### src/rtl/dmem_arbiter_pkg.sv
// Shared types and constants for the data-memory arbiter.
// Owner codes tag which requester holds the SRAM port this cycle.
package dmem_arbiter_pkg;

  localparam int ADDR_W_DEF = 10;
  localparam int DATA_W_DEF = 32;

  localparam logic [1:0] OWN_NONE = 2'd0;
  localparam logic [1:0] OWN_CPU  = 2'd1;
  localparam logic [1:0] OWN_EXT  = 2'd2;

endpackage

### src/rtl/dmem_arbiter_starve_cnt.sv
// Saturating starvation counter for the external requester.
// at_limit rises once the external side has lost STARVE_LIMIT cycles.
module arb_starve_cnt #(
  parameter int CNT_W        = 3,
  parameter int STARVE_LIMIT = 4
) (
  input  logic clk,
  input  logic arst_n,
  input  logic clr,
  input  logic inc,
  output logic at_limit
);

  localparam logic [CNT_W-1:0] LIMIT = CNT_W'(STARVE_LIMIT);

  logic [CNT_W-1:0] cnt;

  // A zero limit means ext always wins, so skip the comparator.
  generate
    if (STARVE_LIMIT == 0) begin : g_zero
      assign at_limit = 1'b1;
    end else begin : g_cmp
      assign at_limit = (cnt >= LIMIT);
    end
  endgenerate

  always_ff @(posedge clk or negedge arst_n) begin
    if (!arst_n) begin
      cnt <= '0;
    end else if (clr) begin
      cnt <= '0;
    end else if (inc && !at_limit) begin
      cnt <= cnt + 1'b1;
    end
  end

endmodule

### src/rtl/dmem_arbiter.sv
// Single-port data SRAM arbiter between CPU MEM stage and debug/DMA port.
// CPU has priority; a starvation counter forces an occasional ext grant.
module dmem_arbiter
  import dmem_arbiter_pkg::*;
#(
  parameter int ADDR_W       = ADDR_W_DEF,
  parameter int DATA_W       = DATA_W_DEF,
  parameter int STARVE_LIMIT = 4,
  parameter int CNT_W        = 3
) (
  input  logic              clk,
  input  logic              arst_n,
  input  logic              enable,
  input  logic              cpu_req,
  input  logic              cpu_we,
  input  logic [ADDR_W-1:0] cpu_addr,
  input  logic [DATA_W-1:0] cpu_wdata,
  output logic              cpu_stall,
  output logic              cpu_rvalid,
  output logic [DATA_W-1:0] cpu_rdata,
  input  logic              ext_req,
  input  logic              ext_we,
  input  logic [ADDR_W-1:0] ext_addr,
  input  logic [DATA_W-1:0] ext_wdata,
  output logic              ext_gnt,
  output logic              ext_rvalid,
  output logic [DATA_W-1:0] ext_rdata,
  output logic [ADDR_W-1:0] mem_addr,
  output logic              mem_wen,
  output logic              mem_ren,
  output logic [DATA_W-1:0] mem_wdata,
  input  logic [DATA_W-1:0] mem_rdata
);

  logic       starved;
  logic       force_ext;
  logic       grant_cpu;
  logic       grant_ext;
  logic       rd_cpu;
  logic       rd_ext;
  logic [1:0] owner;

  assign force_ext = ext_req & starved;
  assign grant_cpu = cpu_req & enable & ~force_ext;
  assign grant_ext = ext_req & ~grant_cpu;
  assign ext_gnt   = grant_ext;
  assign cpu_stall = cpu_req & enable & ~grant_cpu;

  arb_starve_cnt #(
    .CNT_W        (CNT_W),
    .STARVE_LIMIT (STARVE_LIMIT)
  ) u_starve (
    .clk      (clk),
    .arst_n   (arst_n),
    .clr      (~ext_req | grant_ext),
    .inc      (ext_req & ~grant_ext),
    .at_limit (starved)
  );

  always_comb begin
    owner = OWN_NONE;
    unique case (1'b1)
      grant_cpu: owner = OWN_CPU;
      grant_ext: owner = OWN_EXT;
      default:   owner = OWN_NONE;
    endcase
  end

  // Idle port drives zeros so the SRAM sees quiet inputs.
  always_comb begin
    mem_addr  = '0;
    mem_wdata = '0;
    mem_wen   = 1'b0;
    mem_ren   = 1'b0;
    unique case (owner)
      OWN_CPU: begin
        mem_addr  = cpu_addr;
        mem_wdata = cpu_wdata;
        mem_wen   = cpu_we;
        mem_ren   = ~cpu_we;
      end
      OWN_EXT: begin
        mem_addr  = ext_addr;
        mem_wdata = ext_wdata;
        mem_wen   = ext_we;
        mem_ren   = ~ext_we;
      end
      default: begin
        mem_addr  = '0;
        mem_wdata = '0;
        mem_wen   = 1'b0;
        mem_ren   = 1'b0;
      end
    endcase
  end

  always_ff @(posedge clk or negedge arst_n) begin
    if (!arst_n) begin
      rd_cpu <= 1'b0;
      rd_ext <= 1'b0;
    end else begin
      rd_cpu <= grant_cpu & ~cpu_we;
      rd_ext <= grant_ext & ~ext_we;
    end
  end

  assign cpu_rvalid = rd_cpu;
  assign ext_rvalid = rd_ext;
  assign cpu_rdata  = rd_cpu ? mem_rdata : '0;
  assign ext_rdata  = rd_ext ? mem_rdata : '0;

endmodule

### config.mk
export PLATFORM = sky130hd
export DESIGN_NAME = dmem_arbiter
export DESIGN_NICKNAME = d
export VERILOG_FILES = /design/src/rtl/dmem_arbiter_pkg.sv /design/src/rtl/dmem_arbiter_starve_cnt.sv /design/src/rtl/dmem_arbiter.sv
export SDC_FILE = /design/constraint.sdc
export NUM_CORES = 1
export LEC_CHECK = 0
export ABC_AREA = 0
export BUFFER_PORTS_ARGS = -buffer_cell sky130_fd_sc_hd__buf_2
export CORE_AREA = 5 5 88 90
export CTS_CLUSTER_DIAMETER = 40
export DETAILED_ROUTE_END_ITERATION = 6
export DIE_AREA = 0 0 93 95
export PLACE_DENSITY = 0.7
export SYNTH_ARGS = -nofsm -noshare
export SYNTH_HDL_FRONTEND = slang
export SYNTH_SLANG_ARGS = --single-unit
### constraint.sdc
create_clock -name clk -period 2.2 [get_ports clk]
set_input_delay 0.44 -clock clk [delete_from_list [all_inputs] [get_ports clk]]
set_output_delay 0.44 -clock clk [all_outputs]
set_load 0.05 [all_outputs]
Yosys cells after proc, flatten, opt, wreduce, memory -nomap -nowiden:

Index checks and enable logic that the tools add are counted.

* $add $sub $neg: 1
* $lt $le $gt $ge: 1
* equal/unequal tests: 2
* mux-type cells: 9
* bitwise gates (word level): 15
* reduce and logical (&&, ||, !) cells: 3

Operators with widths (count)
* two-way mux 32 bit: 2
* one-hot mux 32 bit (2 select lines): 1
* one-hot mux 10 bit (2 select lines): 1
* AND 1 bit: 8
* two-way mux 3 bit: 2
* inverter 1 bit: 6
* one-hot mux 1 bit (2 select lines): 2
* one-hot mux 2 bit (2 select lines): 1
* adder 3 x 1 -> 3 bit, second input constant: 1
* greater-or-equal comparator 3 bit, second input constant: 1
* == test 2 x 1 -> 1 bit, second input constant: 1
* == test 2 bit, second input constant: 1
* nonzero test 2 bit: 1
* logical AND 1 bit: 1
* logical NOT 1 bit: 1
* bitwise OR 1 bit: 1

* bits in registers: 5
* output and inout bits: 112
* logic and storage cells: 34

Logic depth before layout (Yosys ltp):

* depth in word-level cells: 11
* mapped depth: 4

By module:

A second synthesis with hierarchy kept.

* cell total of the unflattened synthesis: 247
* area total of the unflattened synthesis: 1863.0 um^2

Modules (own cells, without submodules)
* dmem_arbiter: instances 1, cells an instance 231, area an instance 1685.4 um^2
* arb_starve_cnt: instances 1, cells an instance 16, area an instance 177.7 um^2

Worst setup path after synthesis:

OpenSTA, ideal clock, no wires.

* kind: input to output
* start: input ext_req
* end: output mem_wdata[17]
* data arrival time: 1927 ps
* data required time: 1760 ps
* slack: -167 ps
* stages on the path: 3
* buffers on the path: 1
* cells stage by stage: and2_4 > buf_12 > o32ai_1

* cells in the longest elaborated chain, start to end: 8
* elaborated cells on any way between the ends: 9
* those cells by class: eq/ne (2); mux (2); bitwise (5)

RTL lines
* start: declaration: RTL line dmem_arbiter.sv:21 `input logic ext_req,`
* AND 1 bit: RTL line dmem_arbiter.sv:43 `assign force_ext = ext_req & starved;`
* inverter 1 bit: RTL line dmem_arbiter.sv:44 `assign grant_cpu = cpu_req & enable & ~force_ext;`
* AND 1 bit: RTL line dmem_arbiter.sv:44
* inverter 1 bit: RTL line dmem_arbiter.sv:45 `assign grant_ext = ext_req & ~grant_cpu;`
* AND 1 bit: RTL line dmem_arbiter.sv:45
* one-hot mux 2 bit (2 select lines) *: RTL line dmem_arbiter.sv:62 `unique case (1'b1)`
* == test 2 bit / == test 2 x 1 -> 1 bit (equally long branches): RTL line dmem_arbiter.sv:75 `unique case (owner)`
* one-hot mux 32 bit (2 select lines) *: RTL line dmem_arbiter.sv:75
* end: declaration: RTL line dmem_arbiter.sv:31 `output logic [DATA_W-1:0] mem_wdata,`

Mark *: on every way between the ends. The rest lies on a longest branch, timed or not.

Final worst setup path:

* start: register u_starve.cnt[2]
* end: output mem_wdata[14]

* cells in the longest elaborated chain, start to end: 9
* elaborated cells on any way between the ends: 10
* those cells by class: order compare (1); eq/ne (2); mux (2); bitwise (5)

RTL lines
* start: declaration: RTL line dmem_arbiter_starve_cnt.sv:16 `logic [CNT_W-1:0] cnt;`
* start signal: assignment: RTL line dmem_arbiter_starve_cnt.sv:33 `cnt <= cnt + 1'b1;`
* greater-or-equal comparator 3 bit *: RTL line dmem_arbiter_starve_cnt.sv:23 `assign at_limit = (cnt >= LIMIT);`
* AND 1 bit *: RTL line dmem_arbiter.sv:43
* inverter 1 bit *: RTL line dmem_arbiter.sv:44
* AND 1 bit *: RTL line dmem_arbiter.sv:44
* inverter 1 bit: RTL line dmem_arbiter.sv:45
* AND 1 bit: RTL line dmem_arbiter.sv:45
* one-hot mux 2 bit (2 select lines) *: RTL line dmem_arbiter.sv:62
* == test 2 bit / == test 2 x 1 -> 1 bit (equally long branches): RTL line dmem_arbiter.sv:75
* one-hot mux 32 bit (2 select lines) *: RTL line dmem_arbiter.sv:75

Marked as above.

==> metrics.md <==
| Metric | Value |
|---|---|
| Synth Register Bits | `5` |
| Initial DRC Count | `78` |
| Core region area | `0.00698 mm²` |
| Latest clock arrival within the worst-skew pair | `0.22 ns` |
| Placed cell areas | `0.00300 mm²` |
| Largest net degree at the start of global routing | `47` |
| Final setup viols | `0` |
| Max clock buf depth | `2` |
| Share of cells above drive strength 1 | `0.621` |
| Area Overhead vs Synth | `62.5%` |
| RR Startpoint | `u_starve.cnt[2]` |
| First-pass GRT wire length | `10.8 mm` |
| Critical path capture point type | `primary output` |
| Die Wd | `93 µm` |
| Slew Viols, Final | `0` |
| Die area | `0.00884 mm²` |
| Final hold violation count | `0` |
| Cell row count | `31` |
| HP Class | `in -> async` |
| Worst slew pin tran | `0.677 ns` |
| Post-Place Worst Slack | `0.229 ns` |
| Top Ports | `235` |
| Hold slack | `0.0252 ns` |
| Slew Limit Headroom | `0.549` |
| Final instance area | `0.00304 mm²` |
| Total power | `1.08 mW` |
| Layout Cells excl Fill | `541` |
| Crit path launch type | `flop` |
| Max Freq | `474 MHz` |
| Number of vias in the routed layout | `2,443` |
| Gp weighted congestion | `0.781` |
| Psw | `605 µW` |
| GRT Residual Overflow | `0` |
| Vias per cell | `4.52` |
| Hold_buf cts | `0` |
| Synthesis Warnings | `0` |
| CTS H-tree depth | `1` |
| Port buffer count | `234` |
| Root buffer cell | `clkbuf_8` |
| Detailed-router iteration count before antenna repair | `6` |
| Clock power share | `0.156` |
| Post-route ant nets | `0` |
| Status | `complete, no violations` |
| Worst VDD drop | `178 µV` |
| RSZ-0062 raised after global routing | `false` |
| TNS Setup | `0 ns` |
| R2r setup slk | `1.16 ns` |
| Net count after synthesis | `365` |
| Hpwl dp | `6.48 mm` |
| Vias in the first global route | `2,233` |
| Global Route Usage Sum | `0.151` |
| Sw frac | `0.562` |
| Netlist Area Pre-Place | `0.00187 mm²` |
| Seq/Total Area, Yosys | `0.0668` |
| Die height | `95 µm` |
| # DRC | `0` |
| CTS tree | `done` |
| Final min period | `2.11 ns` |
| Power density cells | `354 mW/mm²` |
| Final worst-path cycle share | `0.959` |
| Clock skew | `0.00371 ns` |
| Crit Path Category | `reg -> out` |
| Comb power frac | `0.750` |
| CTS resizes | `0` |
| Total Nets Final | `585` |
| Fin util | `0.436` |
| Critical path arrival | `1.67 ns` |
| Worst reg2reg path endpoint | `cpu_rvalid` |
| Leakage power | `1.87 nW` |
| Pint | `471 µW` |
| Post-Route WL | `7.52 mm` |
| WL per Instance | `13.9 µm` |
| Max Cap Viol | `0` |
| TritonCTS Sinks | `5` |
| # diodes | `0` |
| Setup repair bufs after CTS | `0` |
| Initial antenna violation count | `0` |
| Initial Util | `0.268` |
| Synth Instances | `240` |
| Worst reg2reg path depth | `3` |
| Clk slew on worst S/H paths | `0.04 ns` |
| Cts bufs inserted | `3` |
| Synth cell types | `21` |
| Dpl cells | `537` |
| Sequential Power Share | `0.094` |
| Final worst slack | `0.0907 ns` |
| WP data required | `1.76 ns` |
| Critical Path Fanout Max | `39` |
| Syn Area/Cell | `7.80 µm²` |
## how the worst max path moves through the flow
stage / end / slack, ns / cells after the start / from
2_1_floorplan: mem_wdata[17] / -0.17 / 3 / ext_req
3_3_place_gp: mem_wdata[17] / 0.26 / 5 / cpu_req
3_5_place_dp: mem_wdata[20] / 0.23 / 5 / cpu_req
4_1_cts: mem_wdata[20] / 0.08 / 4 / u_starve.cnt[2]
5_1_grt: mem_wdata[17] / 0.002 / 4 / u_starve.cnt[2]
6_report: mem_wdata[14] / 0.09 / 4 / u_starve.cnt[2]
## flip-flops by register name, indices dropped and copies added, names as in the netlist
register      cells
u_starve.cnt      3
cpu_rvalid        1
ext_rvalid        1
## per-layer routing
metal	GRT usage	vias to the layer above	wire (µm)
met3	0.0382	4	827
li1	-	1224	-
met4	0.0293	0	48
met5	0	-	0
met2	0.302	133	4110
met1	0.158	1082	2530
## cell type report
cell class	instances	area (µm²)
fillers	728	3940
multi-input cells	165	1350
repair buffers	240	1250
inverters	45	169
flip-flops and latches	5	125
well taps	82	103
clock buffers	4	45.0
## cells by family after synthesis
| group | count (synthesis) | share of synthesized area |
|---|---|---|
| buffers and inverters | 70 | 0.215 |
| AOI/OAI and AO/OA | 44 | 0.362 |
| adders and majority gates | 2 | 0.0134 |
| and+or+nand+nor | 119 | 0.343 |
| DFF | 5 | 0.0668 |
## power by group through the flow
stage / combinational [mW] / clock (mW) / sequential, mW
after global placement: 0.802 / 0 / 0.102
after floorplan: 0.581 / 0 / 0.104
after global routing: 0.853 / 0.176 / 0.103
after CTS: 0.813 / 0.172 / 0.102
final: 0.806 / 0.168 / 0.102
after detailed placement: 0.812 / 0 / 0.103
## worst max-delay path, cell delays in order (launching register included)
cell     delay [ns]
dfrtp_1        0.40
and3b_2        0.40
buf_12         0.28
o32ai_2        0.11
buf_2          0.22
## cell usage after synthesis
cell type | count | area (µm²)
buf_6 | 6 | 67.6
nor2b_1 | 2 | 12.5
inv_1 | 45 | 169
buf_12 | 4 | 80.1
nor3_1 | 1 | 5.00
nand2b_1 | 1 | 6.26
nand2_1 | 43 | 161
o32ai_2 | 39 | 634
and2_4 | 1 | 8.76
o32ai_1 | 5 | 43.8
clkbuf_1 | 6 | 22.5
dfrtp_1 | 5 | 125
and2_1 | 67 | 419
nand2_2 | 1 | 6.26
buf_4 | 3 | 22.5
nor2_1 | 1 | 3.75
buf_8 | 1 | 15.0
and3b_1 | 1 | 8.76
ha_1 | 2 | 25.0
and4b_1 | 1 | 10.0
buf_2 | 5 | 25.0
## placed cells by master, fill, tap and decap left out, drive strengths merged
cell type	count
and3b	1
nor2b	2
inv	45
and4b	1
dfrtp	5
nor2	1
nand2b	1
nand2	44
and2	68
ha	2
buf	240
clkbuf	4
o32ai	44
nor3	1
Power figures use the tool's default switching activity.
